`src/rtl/alu_cmd_sequencer.sv`:
```
// Command sequencer in front of a combinational ALU: reads operands from a small
// register file, waits SETTLE cycles, captures result/flags, writes back, responds.
// Optional sticky overflow status is built when STICKY_OF_EN is defined.
module alu_cmd_sequencer #(
  parameter int DW     = 8,
  parameter int RA_W   = 2,
  parameter int SETTLE = 1
) (
  input  logic            clk,
  input  logic            rst_n,
  input  logic            cmd_valid,
  output logic            cmd_ready,
  input  logic            cmd_ld,
  input  logic [3:0]      cmd_op,
  input  logic [RA_W-1:0] cmd_rd,
  input  logic [RA_W-1:0] cmd_rs1,
  input  logic [RA_W-1:0] cmd_rs2,
  input  logic [DW-1:0]   cmd_imm,
  output logic [DW-1:0]   alu_a,
  output logic [DW-1:0]   alu_b,
  output logic [3:0]      alu_op,
  input  logic [DW-1:0]   alu_result,
  input  logic            alu_of,
  input  logic            alu_zero,
  input  logic            alu_slt,
  output logic            rsp_valid,
  input  logic            rsp_ready,
  output logic [DW-1:0]   rsp_data,
  output logic            rsp_of,
  output logic            rsp_zero,
  output logic            rsp_slt
`ifdef STICKY_OF_EN
  ,
  input  logic            clr_sticky,
  output logic            ovf_sticky
`endif
);

  localparam int NREG = 1 << RA_W;
  localparam int CW   = (SETTLE > 1) ? $clog2(SETTLE) : 1;

  typedef enum logic [1:0] {IDLE, EXEC, CAPT, RESP} state_t;

  state_t                   state_q, state_d;
  logic [CW-1:0]            cnt_q, cnt_d;
  logic [NREG-1:0][DW-1:0]  rf_q, rf_d;
  logic [RA_W-1:0]          rd_q, rd_d;
  logic [DW-1:0]            a_q, a_d, b_q, b_d;
  logic [3:0]               op_q, op_d;
  logic [DW-1:0]            data_q, data_d;
  logic                     of_q, of_d, zero_q, zero_d, slt_q, slt_d;

  // Gated by rst_n so the block advertises no readiness while held in reset.
  assign cmd_ready = rst_n && (state_q == IDLE);
  assign rsp_valid = (state_q == RESP);
  assign alu_a     = a_q;
  assign alu_b     = b_q;
  assign alu_op    = op_q;
  assign rsp_data  = data_q;
  assign rsp_of    = of_q;
  assign rsp_zero  = zero_q;
  assign rsp_slt   = slt_q;

  always_comb begin
    state_d = state_q;
    cnt_d   = cnt_q;
    rf_d    = rf_q;
    rd_d    = rd_q;
    a_d     = a_q;
    b_d     = b_q;
    op_d    = op_q;
    data_d  = data_q;
    of_d    = of_q;
    zero_d  = zero_q;
    slt_d   = slt_q;
    unique case (state_q)
      IDLE: begin
        if (cmd_valid && cmd_ready) begin
          rd_d = cmd_rd;
          if (cmd_ld) begin
            // Immediate load bypasses the ALU; alu_* keep their last values.
            rf_d[cmd_rd] = cmd_imm;
            data_d       = cmd_imm;
            zero_d       = (cmd_imm == '0);
            of_d         = 1'b0;
            slt_d        = 1'b0;
            state_d      = RESP;
          end else begin
            a_d     = rf_q[cmd_rs1];
            b_d     = rf_q[cmd_rs2];
            op_d    = cmd_op;
            cnt_d   = '0;
            state_d = EXEC;
          end
        end
      end
      EXEC: begin
        if (cnt_q == CW'(SETTLE - 1)) state_d = CAPT;
        else                          cnt_d   = cnt_q + 1'b1;
      end
      CAPT: begin
        rf_d[rd_q] = alu_result;
        data_d     = alu_result;
        of_d       = alu_of;
        zero_d     = alu_zero;
        slt_d      = alu_slt;
        state_d    = RESP;
      end
      RESP: begin
        if (rsp_ready) state_d = IDLE;
      end
      default: state_d = IDLE;
    endcase
  end

  always_ff @(posedge clk or negedge rst_n) begin
    if (!rst_n) begin
      state_q <= IDLE;
      cnt_q   <= '0;
      rf_q    <= '0;
      rd_q    <= '0;
      a_q     <= '0;
      b_q     <= '0;
      op_q    <= '0;
      data_q  <= '0;
      of_q    <= 1'b0;
      zero_q  <= 1'b0;
      slt_q   <= 1'b0;
    end else begin
      state_q <= state_d;
      cnt_q   <= cnt_d;
      rf_q    <= rf_d;
      rd_q    <= rd_d;
      a_q     <= a_d;
      b_q     <= b_d;
      op_q    <= op_d;
      data_q  <= data_d;
      of_q    <= of_d;
      zero_q  <= zero_d;
      slt_q   <= slt_d;
    end
  end

`ifdef STICKY_OF_EN
  logic sticky_q, sticky_d;

  // Set has priority over a simultaneous clear.
  always_comb begin
    sticky_d = sticky_q;
    if (clr_sticky)                      sticky_d = 1'b0;
    if ((state_q == CAPT) && alu_of)     sticky_d = 1'b1;
  end

  always_ff @(posedge clk or negedge rst_n) begin
    if (!rst_n) sticky_q <= 1'b0;
    else        sticky_q <= sticky_d;
  end

  assign ovf_sticky = sticky_q;
`endif

endmodule

```
`config.mk`:
```
export PLATFORM = sky130hd
export DESIGN_NAME = alu_cmd_sequencer
export DESIGN_NICKNAME = d
export VERILOG_FILES = /design/src/rtl/alu_cmd_sequencer.sv
export SDC_FILE = /design/constraint.sdc
export NUM_CORES = 1
export LEC_CHECK = 0
export CAP_MARGIN = 10
export CORE_ASPECT_RATIO = 0.9
export CORE_UTILIZATION = 30
export CTS_BUF_LIST = sky130_fd_sc_hd__clkbuf_8
export CTS_CLUSTER_DIAMETER = 50
export CTS_CLUSTER_SIZE = 8
export DETAILED_ROUTE_END_ITERATION = 10
export SETUP_SLACK_MARGIN = 0.15
export SLEW_MARGIN = 5
export SYNTH_ARGS = -nofsm -noshare
export SYNTH_HDL_FRONTEND = slang
export SYNTH_SLANG_ARGS = --single-unit
```
`constraint.sdc`:
```
create_clock -name clk -period 3.25 [get_ports clk]
set_clock_uncertainty 0.05 [all_clocks]
set_input_delay 0.325 -clock clk [delete_from_list [all_inputs] [get_ports clk]]
set_output_delay 0.325 -clock clk [all_outputs]
set_load 0.02 [all_outputs]
```
==> metrics.yaml, run 1 <==
power:
  powerDensity_nw_per_um2: 928.5
  p_leak_nw: 1.859
  clkPwrFrac_pct: 17.4
  switching_share_pct: 36.69
  p_int_mw: 2.667
  total_power_mw: 4.212
  p_comb_share_pct: 46.7
  seq_power_share_pct: 35.9
  ir_drop_uv: 220.5
  switchingPower_mw: 1.546
setup_path:
  path_buf_inv: 1
  crit_path_end_kind: "flop"
  cp_cell_sequence: "inv_1, ha_1, nor3b_4, o22ai_4, o2bb2ai_1"
  cp_data_arrival_time_ps: 2520
  slowest_delay_ps: 620
  path_delay_family: "adder cells"
  critPathKind: "reg -> reg"
  critical_path_required_ps: 3420
  path_max_fanout: 15
  crit_path_start_kind: "flop"
  crit_path_top_delay_cell: "ha_1"
cts:
  h-tree-depth: 3
  cts_max_path_buffers: 2
  cts_tree: "yes"
  cts_setup_buffers: 0
  cts_sinks: 67
  cts-root-buf: "clkbuf_8"
  cts_inserted_buffers: 9
  clkSlewWorstSetupHoldPaths_ps: 80
  clock_latency_ps: 350
yosys:
  synth_cell_types: 33
  yosysSeqAreaShare_pct: 47.25
  synthesis.nets: 296
  syn_inst: 258
  synthTopCellsByArea: "dfrtp_1 (47%), mux4_2 (10%), mux2_4 (8.5%)"
  ys_ff_latch: 67
  syn_area_sq_um: 3548
  yosysTopAreaCellShare_pct: 47.25
  yosysTopAreaCell: "dfrtp_1"
  yosys_warnings: 0
  avgSynthCellArea_sq_um: 13.75
placement:
  place_inst: 466
  gp_congestion: 0.7990
  port_buffers: 66
  hpwl_mm: 6.371
sta:
  relSlewSlack_pct: 45.46
  setup_tns_ps: 0
  finalHoldViolCount: 0
  worst_slew_pin_slew_ps: 818.2
  setup_viol: 0
  grt_setup_unrepaired: "no"
  fin_crit_sh_pct: 72.11
  period_needed_ps: 2344
  slew_violations: 0
  fmax_mhz: 426.7
global_route:
  grt_first_pass_wirelength_mm: 15.07
  grt_max_degree: 64
  antenna_found_initial: 0
  overflow: 0
  grtUsageTotal_pct: 16.41
  grt_pass1_vias: 2736
final_layout:
  drive_above_1_share_pct: 21.10
  seqCellArea_sq_um: 1677
  final_util_pct: 39.52
  n_antenna_cell: 0
  final_common_cell: "dfrtp_1"
  nets: 360
  fillers: 1126
  syn_to_final_growth_pct: 27.86
  layout_common_cells: "dfrtp_1 (67), clkdlybuf4s50_1 (65), a22oi_1 (32), o2bb2ai_1 (32), mux2_4 (20)"
  fin_cells: 483
  multi_input_area_sq_um: 1728
floorplanning:
  die_area_sq_um: 12270
  ios: 67
  core_sq_um: 11480
  rows: 37
  die_y_um: 105.2
  initial_utilization_pct: 30.91
  die_w_um: 116.6
outcome:
  status: "complete, no violations"
min_path:
  hp-class: "in -> async"
detailed_routing:
  wl_met3_um: 383
  avgRoutedWirePerCell_um: 18.95
  ant_nets: 0
  first_pass_iters: 4
  wl_met2_mm: 4.303
  routed_wl_mm: 9.152
  vias_per_cell: 5.319
  wl_met1_mm: 4.340
  drtIter0Drc: 251
  route.detailed.drc: 0
  highest_layer: "met4"
  vias: 2569
job:
  drv_cap: 0
routing by layer:
metal | GRT usage (%) | vias to the layer above
met4 | 4.973 | 0
met2 | 24.94 | 68
met3 | 3.712 | 15
met1 | 23.15 | 1328
li1 | - | 1158
met5 | 0 | -
synthesized netlist by cell type:
cell        n
dfrtp_1    67
a22oi_1    32
o2bb2ai_1  32
mux2_4     20
mux4_2     16
mux2i_1    11
nor3_1     10
a21oi_1     9
buf_2       9
buf_6       4
ha_1        4
inv_1       4
and3b_1     3
buf_4       3
clkbuf_1    3
nor2_1      3
nor3b_4     3
o22ai_2     3
mux2_2      2
nand2_1     2
nand3_1     2
nor2b_1     2
o211ai_1    2
o21ai_1     2
or2_1       2
a31oi_1     1
and2_1      1
and3_1      1
and4_1      1
clkbuf_2    1
nor3_4      1
nor4_1      1
o22ai_4     1
power groups by stage:
stage	clock [mW]	combinational (mW)	sequential, mW
after global routing	0.782	2.13	1.56
after detailed placement	0	1.97	1.52
after global placement	0	1.95	1.51
after floorplan	0	1.14	1.65
final	0.734	1.97	1.51
after CTS	0.747	1.98	1.51
cells by family (layout without fill, tap and decap cells):
group	after synthesis	in the layout	synth area share, %
and+or+nand+nor	32	32	6.489
muxes	49	49	22.36
buffers and inverters	24	93	4.054
AOI/OAI and AO/OA	82	82	18.44
adders and majority gates	4	4	1.410
DFF	67	67	47.25
sequential cells by signal, summed over array words and instances, names as in the netlist:
register,flops
rf_q,32
alu_a,8
alu_b,8
rsp_data,8
alu_op,4
rd_q,2
state_q,2
rsp_of,1
rsp_slt,1
rsp_zero,1
worst paths after layout:
path / depth (start not counted) / endpoint / start / slack (ps)
max in group asynchronous: 3 / rf_q[3] / rst_n / 1760
min: 2 / rd_q[1] / rst_n / 340
max reg2reg: 5 / rf_q[3] / state_q[0] / 910
min in group clk: 1 / alu_a[3] / alu_a[3] / 460
min reg2reg: 1 / alu_a[3] / alu_a[3] / 460
max: 5 / rf_q[3] / state_q[0] / 910
layout make-up:
class / count / area share, %
well taps: 156 / 4.302
clock buffers: 11 / 3.337
flip-flops and latches: 67 / 36.96
repair buffers: 73 / 15.66
clock inverters: 5 / 1.324
multi-input cells: 167 / 38.09
inverters: 4 / 0.3309
through the flow:
step                      cell area, sq um  worst slack, ps  hold WS (ps)
after floorplan                       3548             1588        -20.59
after global placement                4315            933.8         116.4
after detailed placement              4315            874.2         118.8
after CTS                             4537            879.5         340.7
after global routing                  4537            763.5         360.2
final                                 4537            906.3         337.6
timing repair:
action,4_1_cts,5_1_grt
resized for setup,0,0
hold buffers,1,0
endpoints found under the hold margin,4,0
Note: power is estimated with default switching activity, not from simulation.
==> run 2: changes to the inputs <==
==> constraint.sdc (replaced) <==
create_clock -name clk -period 1.92 [get_ports clk]
set_clock_uncertainty 0.05 [all_clocks]
set_input_delay 0.192 -clock clk [delete_from_list [all_inputs] [get_ports clk]]
set_output_delay 0.192 -clock clk [all_outputs]
set_load 0.02 [all_outputs]
==> run 2 against run 1 <==
Via count up 5.3%. Clock power up 93%. Critical path depth up 1. Die area unchanged. Routed wire length up 8.7%. Worst hold slack worse by 250 ps. Sequential cell count unchanged. Count of clock-buffer cells in the layout down 2. Utilization up 4.1 points. Combinational power up 98%. Critical endpoint is now alu_a[3].
==> metrics.yaml, run 2 (synthesized netlist as in run 1, its figures left out) <==
power:
  ir_drop_uv: 484.0  # was 220.5 uV
  p_leak_nw: 2.075  # was 1.859 nW
  powerDensity_nw_per_um2: 1580  # was 928.5 nW/um^2
placement:
  hpwl_mm: 6.642  # was 6.371 mm
  gp_congestion: 0.7828  # was 0.7990
  place_inst: 486  # was 466
  port_buffers: 66  # unchanged
  placed_area_sq_um: 4553  # was 4315 sq um
final_layout:
  nets: 393  # was 360
  layout_common_cells: "dfrtp_1 (66), clkdlybuf4s50_1 (63), a22oi_1 (32), o2bb2ai_1 (32), buf_4 (26)"  # was dfrtp_1 (67), clkdlybuf4s50_1 (65), a22oi_1 (32), o2bb2ai_1 (32), mux2_4 (20)
  syn_to_final_growth_pct: 40.97  # was 27.86%
  final_common_cell: "dfrtp_1"  # unchanged
  fin_cells: 516  # was 483
  drive_above_1_share_pct: 31.11  # was 21.10%
  regMostFlops: "rf_q"  # unchanged
  n_antenna_cell: 0  # unchanged
  postLayoutCellArea_sq_um: 5002  # was 4537 sq um
  largest_register_ffs: 32  # unchanged
detailed_routing:
  avgRoutedWirePerCell_um: 19.28  # was 18.95 um
  first_pass_iters: 6  # was 4
  vias: 2706  # was 2,569
  drtIter0Drc: 260  # was 251
  routed_wl_mm: 9.947  # was 9.152 mm
  vias_per_cell: 5.244  # was 5.319
  route.detailed.drc: 0  # unchanged
  ant_nets: 0  # unchanged
cts:
  clkSlewWorstSetupHoldPaths_ps: 80  # about the same
  h-tree-depth: 3  # unchanged
  cts_sinks: 67  # unchanged
  cts_inserted_buffers: 9  # unchanged
  clock_latency_ps: 350  # about the same
  cts_max_path_buffers: 2  # unchanged
  cts-root-buf: "clkbuf_8"  # unchanged
  cts_tree: "yes"  # unchanged
floorplanning:
  rows: 37  # unchanged
  die_y_um: 105.2  # unchanged
  core_sq_um: 11480  # unchanged
  die_area_sq_um: 12270  # unchanged
  ios: 67  # unchanged
  initial_utilization_pct: 30.91  # unchanged
  die_w_um: 116.6  # unchanged
setup_path:
  crit_path_top_delay_cell: "dfrtp_1"  # was ha_1
  reg2regPathDepth: 6  # was 5
  critPathKind: "reg -> reg"  # unchanged
  path_max_fanout: 20  # was 15
  crit_path_start_kind: "flop"  # unchanged
  path_depth: 6  # was 5
  cp_cell_sequence: "inv_2, ha_4, nand3_1, or2_1, buf_12, mux2_4"  # was inv_1, ha_1, nor3b_4, o22ai_4, o2bb2ai_1
  slowest_delay_ps: 400  # was 620 ps
  cp_data_arrival_time_ps: 1890  # was 2520 ps
  crit_path_end_kind: "flop"  # unchanged
  critical_path_required_ps: 2100  # was 3420 ps
  path_buf_inv: 2  # was 1
  path_delay_family: "flip-flops"  # was adder cells
min_path:
  hp-class: "in -> async"  # unchanged
sta:
  worst_slew_pin_slew_ps: 844.1  # was 818.2 ps
  finalHoldViolCount: 0  # unchanged
  fin_crit_sh_pct: 89.05  # was 72.11%
  slew_violations: 0  # unchanged
  grt_setup_unrepaired: "yes"  # was no
  period_needed_ps: 1710  # was 2344 ps
  setup_viol: 0  # unchanged
  fmax_mhz: 584.9  # was 426.7 MHz
  relSlewSlack_pct: 43.73  # was 45.46%
global_route:
  grt_pass1_vias: 2694  # was 2,736
  grtUsageTotal_pct: 16.87  # was 16.41%
  grt_first_pass_wirelength_mm: 15.18  # was 15.07 mm
  grt_max_degree: 66  # was 64
  antenna_found_initial: 0  # unchanged
  overflow: 0  # unchanged
job:
  drv_cap: 0  # unchanged
outcome:
  status: "complete, no violations"  # unchanged
## run 2: final cells by class
type	count	area, sq um
clock inverters	7	116.4
fillers	1073	6479
clock buffers	9	123.9
inverters	4	15.01
well taps	156	195.2
flip-flops and latches	67	1678
multi-input cells	167	1780
repair buffers	106	1094
## run 2: power breakdown
group	internal, mW	leakage (nW)	switching, mW
combinational	2.15	1.13	1.75
sequential	2.07	0.830	0.506
clock	0.860	0.119	0.562
## run 2: through the flow
step	hold slack, ps	worst slack [ps]	power (mW)	setup TNS [ps]	utilization [%]
finish	82.61	210.3	7.905	0	43.57
global route	176.1	139.1	8.328	0	43.57
CTS	133.4	145.1	7.630	0	42.28
detailed placement	-16.13	-139.5	6.116	-990.9	39.66
global placement	-15.50	-66.40	6.036	-380.5	39.66
floorplan	-153.6	258.3	4.735	0	-
## run 2: layer usage
metal  vias to the layer above  GRT usage (%)  part of all wire, %
li1                       1230              -                    -
met1                      1372          23.44                   45
met2                        89          25.27                   48
met3                        15          4.524                  5.8
met4                         0          5.606                  1.5
met5                         -              0                    0
## run 2: path summary, 6_finish.rpt
kind | end | startpoint | slack, ps
worst max-delay path | alu_a[3] | state_q[0] | 210
worst min-delay path | rf_q[3] | rst_n | 80
worst max register to register | alu_a[3] | state_q[0] | 210
worst min register to register | alu_b[1] | alu_b[1] | 460
max in group asynchronous | rd_q[0] | rst_n | 1170
min in group clk | state_q[1] | rst_n | 280
## run 2: repair_timing
action	CTS	global route
resized for setup	10	11
setup buffers	2	10
gates cloned	0	1
endpoints found under the setup margin	49	53
hold buffers	1	0
pin swaps	2	1
endpoints found under the hold margin	2	0
